File: src/rtl/a2d_rr_mstr.sv
// SPI master for the 12-bit A2D: converts left load cell, right load cell and battery in
// round-robin order, one channel per request, using a command frame then a read frame.
module a2d_rr_mstr #(
    parameter logic [2:0]  CH_LFT   = 3'd0,
    parameter logic [2:0]  CH_RGHT  = 3'd4,
    parameter logic [2:0]  CH_BATT  = 3'd5,
    parameter int unsigned GAP_CLKS = 2
) (
    input  logic        clk,
    input  logic        rst_n,
    input  logic        nxt,
    output logic [11:0] lft_ld,
    output logic [11:0] rght_ld,
    output logic [11:0] batt,
    output logic        cnv_cmplt,
    output logic        SS_n,
    output logic        SCLK,
    output logic        MOSI,
    input  logic        MISO
);

    typedef enum logic [2:0] {
        StIdle,
        StFrm1,
        StGap,
        StFrm2,
        StUpd
    } state_e;

    localparam logic [9:0] FrmLast = 10'd519;
    localparam logic [9:0] GapLast = 10'(GAP_CLKS - 1);

    state_e      state_q, state_d;
    logic [9:0]  cnt_q, cnt_d;
    logic [1:0]  rr_q, rr_d;
    logic [15:0] tx_q, tx_d;
    logic [15:0] rx_q, rx_d;
    logic        ss_n_q, sclk_q, cnv_q;
    logic [11:0] lft_q, rght_q, batt_q;

    logic        frame_d, frame_start, fall_d, rise_d, upd_d;
    logic [4:0]  phase_d;
    logic [2:0]  ch_sel;
    logic [15:0] cmd;

    always_comb begin
        state_d = state_q;
        cnt_d   = cnt_q + 10'd1;
        case (state_q)
            StIdle: begin
                cnt_d = '0;
                if (nxt) state_d = StFrm1;
            end
            StFrm1: begin
                if (cnt_q == FrmLast) begin
                    state_d = StGap;
                    cnt_d   = '0;
                end
            end
            StGap: begin
                if (cnt_q == GapLast) begin
                    state_d = StFrm2;
                    cnt_d   = '0;
                end
            end
            StFrm2: begin
                if (cnt_q == FrmLast) begin
                    state_d = StUpd;
                    cnt_d   = '0;
                end
            end
            StUpd: begin
                state_d = StIdle;
                cnt_d   = '0;
            end
            default: begin
                state_d = StIdle;
                cnt_d   = '0;
            end
        endcase
    end

    // All SPI outputs are registered, so they are decoded from the next-state count.
    // Within a frame each 32-clk bit slot is: high 0..7, low 8..23, high 24..31.
    always_comb begin
        frame_d     = (state_d == StFrm1) || (state_d == StFrm2);
        frame_start = frame_d && (state_d != state_q);
        phase_d     = cnt_d[4:0];
        fall_d      = frame_d && (phase_d == 5'd8);
        rise_d      = frame_d && (phase_d == 5'd24);
        upd_d       = (state_d == StUpd);
    end

    always_comb begin
        case (rr_q)
            2'd1:    ch_sel = CH_RGHT;
            2'd2:    ch_sel = CH_BATT;
            default: ch_sel = CH_LFT;
        endcase
        cmd = {2'b00, ch_sel, 11'h000};
    end

    always_comb begin
        tx_d = tx_q;
        if (frame_start) begin
            tx_d = cmd;
        end else if (fall_d && (cnt_d != 10'd8)) begin
            tx_d = {tx_q[14:0], 1'b0};
        end

        rx_d = rx_q;
        if (rise_d) rx_d = {rx_q[14:0], MISO};

        rr_d = rr_q;
        if (upd_d) rr_d = (rr_q == 2'd2) ? 2'd0 : rr_q + 2'd1;
    end

    always_ff @(posedge clk or negedge rst_n) begin
        if (!rst_n) begin
            state_q <= StIdle;
            cnt_q   <= '0;
            rr_q    <= '0;
            tx_q    <= '0;
            rx_q    <= '0;
            ss_n_q  <= 1'b1;
            sclk_q  <= 1'b1;
            cnv_q   <= 1'b0;
        end else begin
            state_q <= state_d;
            cnt_q   <= cnt_d;
            rr_q    <= rr_d;
            tx_q    <= tx_d;
            rx_q    <= rx_d;
            ss_n_q  <= ~frame_d;
            sclk_q  <= ~(frame_d && (phase_d >= 5'd8) && (phase_d < 5'd24));
            cnv_q   <= upd_d;
        end
    end

    // Result registers load on entry to UPD so they are already valid while cnv_cmplt is high.
    always_ff @(posedge clk or negedge rst_n) begin
        if (!rst_n) begin
            lft_q  <= '0;
            rght_q <= '0;
            batt_q <= '0;
        end else if (upd_d) begin
            case (rr_q)
                2'd1:    rght_q <= rx_q[11:0];
                2'd2:    batt_q <= rx_q[11:0];
                default: lft_q  <= rx_q[11:0];
            endcase
        end
    end

    assign lft_ld    = lft_q;
    assign rght_ld   = rght_q;
    assign batt      = batt_q;
    assign cnv_cmplt = cnv_q;
    assign SS_n      = ss_n_q;
    assign SCLK      = sclk_q;
    assign MOSI      = tx_q[15];

endmodule

File: config.mk
export PLATFORM = sky130hd
export DESIGN_NAME = a2d_rr_mstr
export DESIGN_NICKNAME = d
export VERILOG_FILES = /design/src/rtl/a2d_rr_mstr.sv
export SDC_FILE = /design/constraint.sdc
export NUM_CORES = 1
export LEC_CHECK = 0
export BUFFER_PORTS_ARGS = -buffer_cell sky130_fd_sc_hd__buf_2
export CAP_MARGIN = 40
export CORE_ASPECT_RATIO = 2
export CORE_MARGIN = 3
export CORE_UTILIZATION = 55
export DETAILED_ROUTE_END_ITERATION = 7
export PLACE_DENSITY_LB_ADDON = 0.15
export SYNTH_ARGS = -nofsm -noshare
export SYNTH_HDL_FRONTEND = slang
export SYNTH_SLANG_ARGS = --single-unit
File: constraint.sdc
create_clock -name clk -period 6 [get_ports clk]
set_clock_uncertainty 0.1 [all_clocks]
set_input_delay 1.2 -clock clk [delete_from_list [all_inputs] [get_ports clk]]
set_output_delay 1.2 -clock clk [all_outputs]
set_load 0.005 [all_outputs]
== After elaboration in Yosys (flattened, before gate mapping) ==
Index checks and enable logic that the tools add are counted.
Word-level totals
  bits in latches: 0
  memory bits (read-only): 0
  memories: 0
  register bits: 82
  output and inout bits: 40
  RAM bits: 0
Operators by class
  multiply operators: 0
  bitwise logic cells: 3
  equal/unequal tests: 14
  muxes and demuxes: 12
  $lt $le $gt $ge: 2
  reduce and logical (&&, ||, !) cells: 14
  div/mod/pow operators: 0
  shift-type cells: 0
  add/subtract/negate cells: 2
Operators by type and width (count)
  2-to-1 mux 16 bit: 2
  2-to-1 mux 10 bit: 2
  one-hot mux 10 bit (2 select lines): 1
  2-to-1 mux 3 bit: 4
  one-hot mux 3 bit (4 select lines): 1
  adder 10 x 1 -> 10 bit (second input constant): 1
  equality test 10 x 1 -> 1 bit (second input constant): 1
  equality test 10 bit (second input constant): 1
  inequality test 10 x 4 -> 1 bit (second input constant): 1
  equality test 3 x 2 -> 1 bit (second input constant): 3
  equality test 3 x 1 -> 1 bit (second input constant): 2
  logical AND 1 bit: 6
  one-hot mux 3 bit (2 select lines): 1
  AND reduction 2 bit: 3
  equality test 5 x 4 -> 1 bit (second input constant): 1
  equality test 5 bit (second input constant): 1
  >= comparator 5 x 4 -> 1 bit (second input constant): 1
  < comparator 5 bit (second input constant): 1
  OR reduction 2 bit: 2
  equality test 3 bit (second input constant): 1
  logical NOT 3 bit: 1
  inequality test 3 bit: 1
  inverter 1 bit: 3
  adder 2 x 1 -> 2 bit (second input constant): 1
  other kinds (5): 5

== Depth between registers and ports, before layout ==
Gate-level depths: netlist of run 1.
  depth in word-level cells: 9
  depth in mapped cells: 8

== Least setup slack after synthesis of run 1 ==
OpenSTA, ideal clock, no wires.
  kind: register to register
  from: reg cnt_q[0]
  to: reg lft_q[10] (netlist: lft_ld[10])
  period minus slack after synthesis: 2.305 ns
  library setup time: 0.128 ns
  stages on the path, launching flop included: 9
  path buffers: 2
  path slack: 3.695 ns
  data required time: 5.772 ns
  arrival: 2.078 ns
  cells stage by stage: dfrtp_1 ha_1 and4_1 and3_1 buf_4 nor3b_4 and2b_1 buf_4 mux2_1
Between the ends
  word-level cells in the longest chain between the ends: 5
  elaborated cells between the ends (all ways): 8
  classes of those cells: eq/ne (3); mux (4); reduce/logical (1)
Ends and longest elaborated chain
  start: declaration: line 34  | logic [9:0] cnt_q, cnt_d;
  start signal: assignment: line 130  | cnt_q <= cnt_d;
  equality test 10 bit or equality test 10 x 1 -> 1 bit (tied branches): line 55, 67, 61
  2-to-1 mux 3 bit (on tied branches): line 67, 55, 61
  one-hot mux 3 bit (4 select lines) (*): line 49  | case (state_q)
  net state_d[2]: line 33  | state_e state_q, state_d;
  equality test 3 bit (*): line 91  | upd_d = (state_d == StUpd);
  AND reduction 2 bit (no line) (*)
  end signal: assignment: line 150  | default: lft_q <= rx_q[11:0];
  end: declaration: line 39  | logic [11:0] lft_q, rght_q, batt_q;
Mark *: on every way through the listed nets, which the timed path passes. The rest lies on a longest branch.
A chain may end at the register's enable or synchronous reset.

== Final worst setup path of run 1 ==
  from: reg cnt_q[0]
  to: reg lft_q[11] (netlist: lft_ld[11])
Same word-level chain as after synthesis.

==> qor.txt, run 1 <==
met2 routed wirelength = 2.912 mm
final weighted congestion in routability-driven placement = 0.8310
full die area = 6285 um2
nets@finish = 270
clock group share of total power = 0.323
maximum level of the CTS H-tree = 3
Site Rows = 37
most used flip-flop cell after synthesis = dfrtp_1
source of the critical timing path = cnt_q[0]
fraction of synthesized cell area taken by the top area cell type = 0.5900
final period demand of the worst path = 2.816 ns
kind of path behind the tightest hold check = flop to flop
total overflow reported by the global router = 0
Comb power frac = 0.165
effective utilization at floorplan = 0.5695
synth top area cells = dfrtp_1 59%, mux2_1 12%, mux2_2 6.5%
relative contribution of sequential cells to total power = 0.512
largest voltage drop on the vdd net = 0.0002749 V
number of instances resized during post-cts repair = 0
count of maximum capacitance violations = 0
per-cell routed wire length = 16.39 um
Mean Syn Cell Area = 13.87 um2
antenna violations before repair = 0
Critical Path, Cell by Cell = ha_1 > and4_1 > and3_1 > nor3b_4 > and2b_1 > mux2_1
final setup slack of the worst path = 3.184 ns
maximum fanout count along the critical path = 12
crit share post-route = 0.4693
count of flip-flops with a built-in enable after synthesis = 0
number of global-route vias before repair = 1856
DRC = 0
metal1 wirelength = 2.005 mm
Startpoint Class = flop
Synth-to-Final Area Change = 16.50%
iteration-0 DRC count of the detailed router = 43
GRT Resource Usage Total = 0.1928
area of all sequential standard cells = 1779 um2
clk sink count = 71
total of endpoints with negative setup slack in the final report = 0
total negative slack for setup checks = 0 ns
register bit total from synthesis = 71
total wire length after detailed routing = 5.294 mm
Worst setup EP type = flop
fraction of final layout cells sized beyond drive strength 1 = 0.3170
pin count of the biggest net entering global routing = 62
startpoint of the most critical register-to-register path = cnt_q[0]
DP HPWL = 3.742 mm
standard cell with the maximum stage delay on the critical path = and2b_1
worst skew pair latency = 0.34 ns
Async S/R FF share, synth = 1.000
TritonCTS clock tree = built
switching power = 0.3253 mW
Cells after Synth = 211
critical path data arrival time = 2.94 ns
total nets after synthesis = 220
internal portion of total power = 0.8321 mW
leading cell types by count after synthesis = 69 x dfrtp_1, 31 x mux2_1, 17 x mux2_2
CP max stage delay = 0.59 ns
area taken by multi-input logic gates = 1091 um2
critical path required time = 6.12 ns
root buf cell = clkbuf_8
final slew viol count = 0
uppermost signal routing layer after detailed routing = met4
core outline area = 5139 um2
max-slew headroom at the worst pin = 0.5182
switching share of power = 0.2811
hold path start = lft_ld[8]
unique cell type count in the Yosys netlist = 35
DR vias/cell = 5.560
cell with the most instances after synthesis = dfrtp_1
pre-CTS setup slack = 3.175 ns
Num CTS Buffers = 9
Worst Setup Path Type = flop to flop
setup repair after global routing missed its margin = false
cell taking the most area after synthesis = dfrtp_1
transition at the pin with the smallest max-transition slack = 0.7179 ns
Fill cells = 404
Antenna Nets Post-Route = 0
die boundary width = 57.58 um
total vias in the final route = 1796
Power per Cell Area = 339.4 nW/um2
overall die height = 109.2 um
maximum operating frequency = 355.2 MHz
Boundary Pins = 44
Worst-path clk slew = 0.07 ns
Hold Vio Cnt, Final = 0
largest buffer count on any clock path = 2
count of port buffers added during placement = 43
total inserted antenna cells = 0
Static Leak = 1.814 nW
count of warnings emitted by yosys = 0
post-synthesis cell area = 2927 um2
Seq/Total Area, Yosys = 0.6080
total length of routed met3 wires = 239 um
Detailed Routing Iterations Pass 1 = 4
Post-CTS Repair Setup Buffers = 0
run status = finished, final reports clean
global-route wire length before repair = 8.949 mm
count of hold buffers inserted by post-cts repair = 0
final cells by class:
cell class,instances,share of cell area
clock buffers,12,0.04550
clock inverters,3,0.01248
inverters,5,0.005505
multi-input cells,129,0.3200
flip-flops and latches,71,0.5218
well taps,58,0.02128
repair buffers,45,0.07339
per-stage QoR:
| step | area [um2] | hold WS, ns | instances | power, mW | util |
|---|---|---|---|---|---|
| global placement | 3184 | 0.3646 | 307 | 0.7857 | 0.6197 |
| detailed placement | 3212 | 0.3692 | 308 | 0.7911 | 0.6250 |
| finish | 3410 | 0.3788 | 323 | 1.157 | 0.6635 |
| CTS | 3410 | 0.3854 | 323 | 1.171 | 0.6635 |
| global route | 3410 | 0.3956 | 323 | 1.226 | 0.6635 |
| floorplan | 2927 | 0.3803 | 211 | 0.7293 | - |
power groups by stage:
stage	clock network, mW	logic (mW)	registers (mW)
after global placement	0	0.186	0.599
after global routing	0.405	0.219	0.602
after CTS	0.386	0.193	0.592
after detailed placement	0	0.191	0.600
final	0.374	0.191	0.593
after floorplan	0	0.143	0.587
path summary, 6_finish.rpt:
check | endpoint | slack, ns | cells past startpoint
max | lft_ld[11] | 3.18 | 6
max reg2reg | lft_ld[11] | 3.18 | 6
min | lft_ld[8] | 0.38 | 1
min in group asynchronous | rght_ld[9] | 0.67 | 2
max in group asynchronous | SCLK | 4.56 | 3
min reg2reg | lft_ld[8] | 0.38 | 1
cell usage in the layout, fill, tap and decap left out, types with 6 or more instances in the layout:
| cell | instances |
|---|---|
| xor2_1 | 6 |
| o21ai_0 | 9 |
| mux2_2 | 17 |
| nand3_1 | 7 |
| buf_2 | 43 |
| nor2_1 | 12 |
| dfrtp_1 | 69 |
| clkbuf_8 | 11 |
| mux2_1 | 31 |
state kept, by name (all words and copies together) (netlist names):
register,cells
batt,12
lft_ld,12
rght_ld,12
rx_q,12
cnt_q,10
tx_q,5
state_q,3
rr_q,2
SCLK,1
SS_n,1
cnv_cmplt,1
worst max-delay path: cells and delay by family (launching register included):
kind                     cells  cell delay (ns)
multiplexers                 1             0.38
flip-flops                   1             0.47
adder cells (fa/ha/maj)      1             0.29
AND/OR/NAND/NOR              4             1.44
cells by family after synthesis:
kind of cell / after synthesis / share of synthesized area
fa+ha+maj: 5 / 0.02138
compound gates: 20 / 0.03976
simple gates: 46 / 0.09705
flops: 71 / 0.6080
buf+inv: 11 / 0.01924
xor+xnor: 10 / 0.02993
mux: 48 / 0.1847
per-layer routing:
| layer | up-vias | global-route usage |
|---|---|---|
| met2 | 45 | 0.3301 |
| met3 | 10 | 0.05569 |
| met1 | 893 | 0.2085 |
| met5 | - | 0 |
| li1 | 848 | - |
| met4 | 0 | 0.1061 |
Note: power is estimated with default switching activity, not from simulation.
==> run 2, diff against run 1 <==
clock period = 2.66 ns   (was 6 ns; I/O delays follow)
==> run 2 against run 1 <==
  * Critical path depth up 1
  * Largest cell class unchanged
  * Clock-buffer cell count down 1
  * Clock power rose by 110%
  * Highest routed layer unchanged
  * Combinational power grew 130%
  * Setup slack worse by 3.0 ns
==> qor.txt, run 2 (same netlist as run 1, synthesis figures left out) <==
per-cell routed wire length = 16.06 um (-2.0%)
Placed Area = 3234 um2 (+0.70%)
setup repair after global routing missed its margin = false
Critical Path, Cell by Cell = ha_1 > and4_1 > and3_2 > nor3b_4 > and2b_1 > buf_4 > mux2_1
pin count of the biggest net entering global routing = 72 (+16%)
clock group share of total power = 0.308 (-0.015)
critical path data arrival time = 2.60 ns (-0.34 ns)
total of endpoints with negative setup slack in the final report = 0 (unchanged)
number of global-route vias before repair = 1879 (+1.2%)
Synth-to-Final Area Change = 16.76%
Post-CTS Repair Setup Buffers = 0 (unchanged)
crit share post-route = 0.9339 (+0.4647)
Layout Cell Area excl Fill = 3417 um2 (+0.22%)
maximum operating frequency = 402.5 MHz (+13%)
DP HPWL = 3.687 mm (-1.5%)
nets@finish = 274 (+1.5%)
Boundary Pins = 44 (unchanged)
worst reg-to-reg setup slack = 0.18 ns (-3.01 ns)
Comb power frac = 0.170 (+0.005)
final weighted congestion in routability-driven placement = 0.8470 (+1.9%)
startpoint of the most critical register-to-register path = cnt_q[0]
global-route wire length before repair = 9.087 mm (+1.5%)
iteration-0 DRC count of the detailed router = 58 (+35%)
transition at the pin with the smallest max-transition slack = 0.7085 ns (-0.009427 ns)
Hold Vio Cnt, Final = 0 (unchanged)
Worst Setup Path Type = flop to flop
maximum level of the CTS H-tree = 3 (unchanged)
antenna violations before repair = 0 (unchanged)
Num CTS Buffers = 9 (unchanged)
count of port buffers added during placement = 43 (unchanged)
critical path required time = 2.78 ns (-3.34 ns)
largest buffer count on any clock path = 2 (unchanged)
root buf cell = clkbuf_8
Power per Cell Area = 749.3 nW/um2 (+120%)
Antenna Nets Post-Route = 0 (unchanged)
full die area = 6285 um2 (unchanged)
final period demand of the worst path = 2.484 ns (-0.3314 ns)
Detailed Routing Iterations Pass 1 = 4 (unchanged)
DR vias/cell = 5.527 (-0.59%)
final setup slack of the worst path = 0.1757 ns (-3.009 ns)
overall die height = 109.2 um (unchanged)
critical register-to-register path endpoint = lft_ld[2]
total overflow reported by the global router = 0 (unchanged)
count of maximum capacitance violations = 0 (unchanged)
total negative slack for setup checks = 0 ns (unchanged)
internal portion of total power = 1.827 mW (+120%)
kind of path behind the tightest hold check = input pin to asynchronous set/reset pin
Startpoint Class = flop
Worst setup EP type = flop
CP max stage delay = 0.47 ns (-0.12 ns)
DRC = 0 (unchanged)
power consumption = 2.560 mW (+120%)
clk sink count = 71 (unchanged)
Static Leak = 1.828 nW (+0.80%)
die boundary width = 57.58 um (unchanged)
worst skew pair latency = 0.34 ns (about the same)
relative contribution of sequential cells to total power = 0.522 (+0.010)
total inserted antenna cells = 0 (unchanged)
path depth of the worst reg2reg path = 7 (+1)
most used cells in the layout excluding fill and tap cells = 69 x dfrtp_1, 43 x buf_2, 31 x mux2_1, 17 x mux2_2, 12 x nor2_1
max-slew headroom at the worst pin = 0.5245 (+0.006327)
Site Rows = 37 (unchanged)
effective utilization at floorplan = 0.5695 (unchanged)
Worst-path clk slew = 0.07 ns (about the same)
fraction of final layout cells sized beyond drive strength 1 = 0.3296 (+0.01265)
final slew viol count = 0 (unchanged)
TritonCTS clock tree = built
GRT Resource Usage Total = 0.1948 (+0.001957)
standard cell with the maximum stage delay on the critical path = dfrtp_1
total vias in the final route = 1813 (+0.95%)
maximum fanout count along the critical path = 8 (-4)
most common cell after layout, fill and taps aside = dfrtp_1
run status = finished, final reports clean
switching share of power = 0.2863 (+0.005276)
largest voltage drop on the vdd net = 0.0006498 V (+140%)
pre-CTS setup slack = 0.1387 ns (-3.037 ns)
total wire length after detailed routing = 5.269 mm (-0.47%)
core outline area = 5139 um2 (unchanged)
switching power = 0.7331 mW (+130%)
## run 2: changes by cell type in the layout (fill, tap and decap cells not counted)
cell,delta
and3_1,-1
and3_2,+1
buf_12,+1
buf_16,-1
buf_4,+4
clkbuf_1,+1
clkbuf_8,-2
clkinv_2,+3
clkinvlp_4,-1
## run 2: per-stage QoR
step	util	hold WS, ns	cells
final	0.6650	0.1051	328
after global routing	0.6650	0.1372	328
after CTS	0.6647	0.1149	328
after detailed placement	0.6294	0.3736	312
after global placement	0.6294	0.3630	312
after floorplan	-	0.1364	211
## run 2: worst max-delay path by stage
stage,start,to,cells past startpoint
finish,cnt_q[0],lft_ld[2],7
global route,cnt_q[0],lft_ld[0],7
CTS,cnt_q[0],lft_ld[0],7
detailed placement,cnt_q[0],lft_ld[2],7
global placement,cnt_q[0],lft_ld[0],7
floorplan,cnt_q[0],lft_ld[10],8
## run 2: critical path, delay by kind of cell, from the launching register on
kind,cells,cell delay [ns]
DFF,1,0.47
muxes,1,0.33
adders and majority gates,1,0.32
buffers and inverters,1,0.17
and+or+nand+nor,4,0.96
## run 2: power groups by stage
stage | sequential, mW | clock, mW | combinational, mW
2_1_floorplan | 1.32 | 0 | 0.322
3_3_place_gp | 1.35 | 0 | 0.423
3_5_place_dp | 1.35 | 0 | 0.431
4_1_cts | 1.34 | 0.823 | 0.438
5_1_grt | 1.36 | 0.863 | 0.491
6_report | 1.34 | 0.789 | 0.435
## run 2: layout make-up
class,count,area (um2)
Sequential cell,71,1779
Fill cell,403,1722
Multi-Input combinational cell,129,1092
Timing Repair Buffer,49,272.8
Clock buffer,11,131.4
Tap cell,58,72.57
Clock inverter,5,50.05
Inverter,5,18.77
## run 2: metal layers
metal  part of all wire  vias to the layer above  track usage
met5                  0                        -            0
met4              0.028                        0       0.1144
met3              0.049                       12      0.04858
met2               0.53                       46       0.3261
met1               0.39                      896       0.2197
li1                   -                      859            -
## run 2: what timing repair did
item                                    4_1_cts  5_1_grt
endpoints found under the setup margin        0       21
gates resized for setup                       0        1
hold buffers                                  0        0
